**src/rtl/counter_pkg.sv**
```systemverilog
// ============================================================================
// Module : counter_pkg
// Brief  : JK excitation codes and the Q->Q+ excitation helper shared by the
//          JK up/down counter and its storage cells.
// Rev    : 1.0  initial release
// ============================================================================
`default_nettype none

package counter_pkg;

    localparam logic [1:0] JK_HOLD = 2'b00;
    localparam logic [1:0] JK_CLR  = 2'b01;
    localparam logic [1:0] JK_SET  = 2'b10;
    localparam logic [1:0] JK_TGL  = 2'b11;

    // Fixed excitation choice: set on 0->1, clear on 1->0, otherwise hold.
    function automatic logic [1:0] excite(input logic q, input logic qn);
        return {~q & qn, q & ~qn};
    endfunction

endpackage

`default_nettype wire

```
**src/rtl/jk_cell.sv**
```systemverilog
// ============================================================================
// Module : jk_cell
// Brief  : Single JK storage bit, rising-edge, asynchronous active-low reset.
// Rev    : 1.0  initial release
// ============================================================================
`default_nettype none

module jk_cell
    import counter_pkg::*;
(
    input  logic CLK,
    input  logic rst_n,
    input  logic j_i,
    input  logic k_i,
    output logic q_o
);

    logic q_q;
    logic q_d;

    always_comb begin
        q_d = q_q;
        case ({j_i, k_i})
            JK_HOLD: q_d = q_q;
            JK_CLR:  q_d = 1'b0;
            JK_SET:  q_d = 1'b1;
            JK_TGL:  q_d = ~q_q;
            default: q_d = q_q;
        endcase
    end

    always_ff @(posedge CLK or negedge rst_n) begin
        if (!rst_n) begin
            q_q <= 1'b0;
        end else begin
            q_q <= q_d;
        end
    end

    assign q_o = q_q;

endmodule

`default_nettype wire

```
**src/rtl/jk_updown_counter.sv**
```systemverilog
// ============================================================================
// Module : jk_updown_counter
// Brief  : Programmable mod-N up/down counter built from JK cells; the next
//          count is mapped back onto J/K excitation before clocking the cells.
//          Optional macro COUNT_SAT_EN selects saturation instead of wrap.
// Rev    : 1.0  initial release
// ============================================================================
`default_nettype none

module jk_updown_counter
    import counter_pkg::*;
#(
    parameter int WIDTH   = 3,
    parameter int MODULUS = 8
) (
    input  logic             CLK,
    input  logic             rst_n,
    input  logic             en,
    input  logic             up,
    input  logic             load,
    input  logic [WIDTH-1:0] load_val,
    output logic [WIDTH-1:0] Q,
    output logic [WIDTH-1:0] J_vec,
    output logic [WIDTH-1:0] K_vec,
    output logic             tc
);

    generate
        if (MODULUS < 2 || MODULUS > (2 ** WIDTH)) begin : g_bad_modulus
            $error("jk_updown_counter: MODULUS must satisfy 2 <= MODULUS <= 2**WIDTH");
        end
    endgenerate

    localparam logic [WIDTH-1:0] C_MAX     = WIDTH'(MODULUS - 1);
    localparam logic [WIDTH:0]   C_MOD_EXT = (WIDTH + 1)'(MODULUS);

`ifdef COUNT_SAT_EN
    localparam logic [WIDTH-1:0] C_UP_BOUND = C_MAX;
    localparam logic [WIDTH-1:0] C_DN_BOUND = '0;
`else
    localparam logic [WIDTH-1:0] C_UP_BOUND = '0;
    localparam logic [WIDTH-1:0] C_DN_BOUND = C_MAX;
`endif

    logic [WIDTH-1:0] cnt_d;

    // Priority load > en > hold; tc only flags a boundary the count will cross.
    always_comb begin
        cnt_d = Q;
        tc    = 1'b0;
        if (load) begin
            cnt_d = ({1'b0, load_val} < C_MOD_EXT) ? load_val : C_MAX;
        end else if (en) begin
            if (up) begin
                tc    = (Q == C_MAX);
                cnt_d = tc ? C_UP_BOUND : Q + WIDTH'(1);
            end else begin
                tc    = (Q == '0);
                cnt_d = tc ? C_DN_BOUND : Q - WIDTH'(1);
            end
        end
    end

    genvar gi;
    generate
        for (gi = 0; gi < WIDTH; gi++) begin : g_bit
            assign {J_vec[gi], K_vec[gi]} = excite(Q[gi], cnt_d[gi]);

            jk_cell u_cell (
                .CLK   (CLK),
                .rst_n (rst_n),
                .j_i   (J_vec[gi]),
                .k_i   (K_vec[gi]),
                .q_o   (Q[gi])
            );
        end
    endgenerate

endmodule

`default_nettype wire

```
**config.mk**
```make
export PLATFORM = sky130hd
export DESIGN_NAME = jk_updown_counter
export DESIGN_NICKNAME = d
export VERILOG_FILES = /design/src/rtl/counter_pkg.sv /design/src/rtl/jk_cell.sv /design/src/rtl/jk_updown_counter.sv
export SDC_FILE = /design/constraint.sdc
export NUM_CORES = 1
export LEC_CHECK = 0
export BUFFER_PORTS_ARGS = -buffer_cell sky130_fd_sc_hd__buf_2
export CAP_MARGIN = 0
export CORE_AREA = 5 5 42 44
export CTS_BUF_LIST = sky130_fd_sc_hd__clkbuf_8
export DETAILED_ROUTE_END_ITERATION = 12
export DIE_AREA = 0 0 47 49
export PLACE_DENSITY = 0.65
export SYNTH_ARGS = -nofsm -noshare
export SYNTH_HDL_FRONTEND = slang
export SYNTH_SLANG_ARGS = --single-unit
export TNS_END_PERCENT = 50
```
**constraint.sdc**
```tcl
create_clock -name CLK -period 2.4 [get_ports CLK]
set_input_delay 0 -clock CLK [delete_from_list [all_inputs] [get_ports CLK]]
set_output_delay 0 -clock CLK [all_outputs]
set_load 0.02 [all_outputs]
```
==> reports/qor.yml <==
sta:
  relSlewSlack_pct: 83.4
  fmaxAchievable_mhz: 453
  maxSlewViolCount: 0
  fin_crit_ps: 2210
  holdWs_ps: 121
  tns_ps: 0
  finalHoldViolations: 0
  tightest_slew_ps: 249
  post-route-period-util_pct: 91.9
  grt_setup_unrepaired: "false"
  setup_viol: 0
  clock_skew_ps: 1.43
global_route:
  grt_pass1_wl_um: 1570
  grt_pass1_vias: 383
  grt_max_degree: 11
  grt_antenna_before_repair: 0
  gr-total-overflow: 0
  grt_usage_pct: 9.32
critical_path:
  worst_setup_path_start_kind: "flop"
  critPathLaunch: "g_bit[0].u_cell.q_o"
  rr_worst_depth: 7
  r2r_slack_ps: 190
  crit_type: "reg2reg"
  worstPathRequired_ps: 2500
  cp.arrival_ps: 2300
  r2r_start: "g_bit[0].u_cell.q_o"
  r2r_end: "g_bit[2].u_cell.q_o"
  cp_max_fo: 6
  critPathCaptureType: "flop"
pwr:
  power_density_nw_per_um2: 1160
  power_uw: 646
  ir_drop_v: 0.000504
  p_leak_uw: 0.000297
final_layout:
  diodes: 0
  largest_reg_flops: 3
  multiInputGateArea_um2: 305
  post-route-cell-area_um2: 557
  seqCellArea_um2: 76.3
  instances_no_fill: 78
  areaGrowthSynthToFinish_pct: 20.9
  num-nets-final: 81
  drive_gt1_share_pct: 41.9
  n_fill_cell: 149
drt:
  routed_wl_um: 886
  num_vias: 359
  drc_errors: 0
  dr.first_iter.drc_count: 1
  wl_per_cell_um: 11.4
  dr.pass1.iters: 3
  viasPerCell: 4.60
  postRouteAntennaNets: 0
floorplan:
  rows: 14
  die_w_um: 47
  core_um2: 1400
  start_util_pct: 32.9
  ios: 18
  dieArea_um2: 2300
  die_h_um: 49
logic_synthesis:
  yosys_warnings: 0
  synth_cell_types: 21
  ys_seq_area_share_pct: 16.3
  synthesis.area_um2: 460
  yosys_register_bits: 3
  avgSynthCellArea_um2: 9.21
  syn_nets: 68
  synthCells: 50
cts:
  cts_setup_buffers: 0
  clk_pin_slew_ps: 30
  cts.sinks: 3
  clock_latency_ps: 220
  cts_max_level: 1
  clockBufferDepth: 2
  cts_buffers: 3
  cts_root_buffer: "clkbuf_8"
  tritoncts: "done"
hold_path:
  worstHoldPathType: "in2async"
place:
  port_buffers: 17
  gp_congestion: 0.729
  dp_hpwl_um: 683
  post_dp_cell_area_um2: 494
  dp_cells: 73
status:
  status: "finished, final reports clean"
flow_run:
  drv_cap: 0
[routing by layer]
layer / vias to the layer above / wire length, µm / part of all wire (%) / GRT usage [%]
met4: 0 / 19 / 2.1 / 6.91
li1: 191 / - / - / -
met3: 2 / 55 / 6.2 / 3.32
met2: 11 / 413 / 47 / 12.9
met1: 155 / 398 / 45 / 11.3
met5: - / 0 / 0 / 0
[where the power goes]
group	leakage [µW]	total [µW]	internal (µW)	switching (µW)
clock	0.0000269	142	109	33.4
sequential	0.0000366	117	76.2	41.3
combinational	0.000234	386	173	213
[area by class of cell]
type,instances,area share (%)
well taps,16,3.60
inverters,4,2.70
repair buffers,18,17.1
flip-flops and latches,3,13.7
multi-input cells,33,54.8
clock buffers,3,7.42
clock inverters,1,0.674
[logic make-up (layout without fill, tap and decap cells)]
family	Yosys count	in the layout	share of synthesized area, %
DFF	3	3	16.3
adders and majority gates	10	10	27.2
buffers and inverters	14	26	18.7
AOI/OAI and AO/OA	10	10	17.7
and+or+nand+nor	8	8	8.70
xor gates and xnor gates	1	1	1.90
muxes	4	4	9.51
[synth_stat cells]
cell type / instances / area (µm²)
buf_1: 1 / 3.75
buf_4: 9 / 67.6
nor2_1: 2 / 7.51
o21a_1: 1 / 7.51
a21oi_1: 1 / 5.00
o31a_1: 2 / 17.5
inv_1: 4 / 15.0
dfrtp_1: 3 / 75.1
mux2_2: 3 / 33.8
or3b_1: 1 / 8.76
a211oi_1: 1 / 7.51
a221oi_2: 1 / 15.0
ha_1: 10 / 125
a221oi_1: 1 / 8.76
o31ai_1: 2 / 15.0
o21ai_0: 1 / 5.00
nand2_1: 3 / 11.3
xnor2_1: 1 / 8.76
mux2i_1: 1 / 10.0
nand2b_1: 1 / 6.26
or3_1: 1 / 6.26
[placed cells by master (no fill, tap or decap)]
| cell type | synthesis | layout |
|---|---|---|
| dlygate4sd3_1 | 0 | 1 |
| mux2i_1 | 1 | 1 |
| mux2_2 | 3 | 3 |
| or3b_1 | 1 | 1 |
| o21a_1 | 1 | 1 |
| ha_1 | 10 | 10 |
| buf_2 | 0 | 17 |
| dfrtp_2 | 0 | 1 |
| or3_1 | 1 | 1 |
| o21ai_0 | 1 | 1 |
| dfrtp_1 | 3 | 2 |
| o31a_1 | 2 | 2 |
| xnor2_1 | 1 | 1 |
| a211oi_1 | 1 | 1 |
| nand2b_1 | 1 | 1 |
| clkbuf_8 | 0 | 3 |
| nor2_1 | 2 | 2 |
| nand2_1 | 3 | 3 |
| inv_1 | 4 | 5 |
| a21oi_1 | 1 | 1 |
| a221oi_2 | 1 | 2 |
| o31ai_1 | 2 | 2 |
[worst max-delay path by stage]
| stage | cells past startpoint | end | slack (ps) |
|---|---|---|---|
| 2_1_floorplan | 7 | g_bit[2].u_cell.q_o | 230 |
| 3_3_place_gp | 7 | g_bit[2].u_cell.q_o | 140 |
| 3_5_place_dp | 7 | g_bit[2].u_cell.q_o | 70 |
| 4_1_cts | 7 | g_bit[2].u_cell.q_o | 60 |
| 5_1_grt | 7 | g_bit[2].u_cell.q_o | 50 |
| 6_report | 7 | g_bit[2].u_cell.q_o | 190 |
[what timing repair did]
action / 4_1_cts / 5_1_grt
hold buffers: 1 / 0
endpoints found under the hold margin: 3 / 0
gates resized for setup: 0 / 2
setup endpoints to repair: 0 / 1
[worst max-delay path: stages (launching register included)]
cell	delay [ps]
dfrtp_2	410
inv_1	100
ha_1	220
or3_1	350
a221oi_2	270
o31ai_1	120
ha_1	280
mux2_2	320
[through the flow]
stage	worst slack, ps	utilization, %
after floorplan	228	-
after global placement	135	35.3
after detailed placement	69.1	35.3
after CTS	63.3	39.2
after global routing	53.2	39.7
final	194	39.7
(Power assumes the default switching activity.)
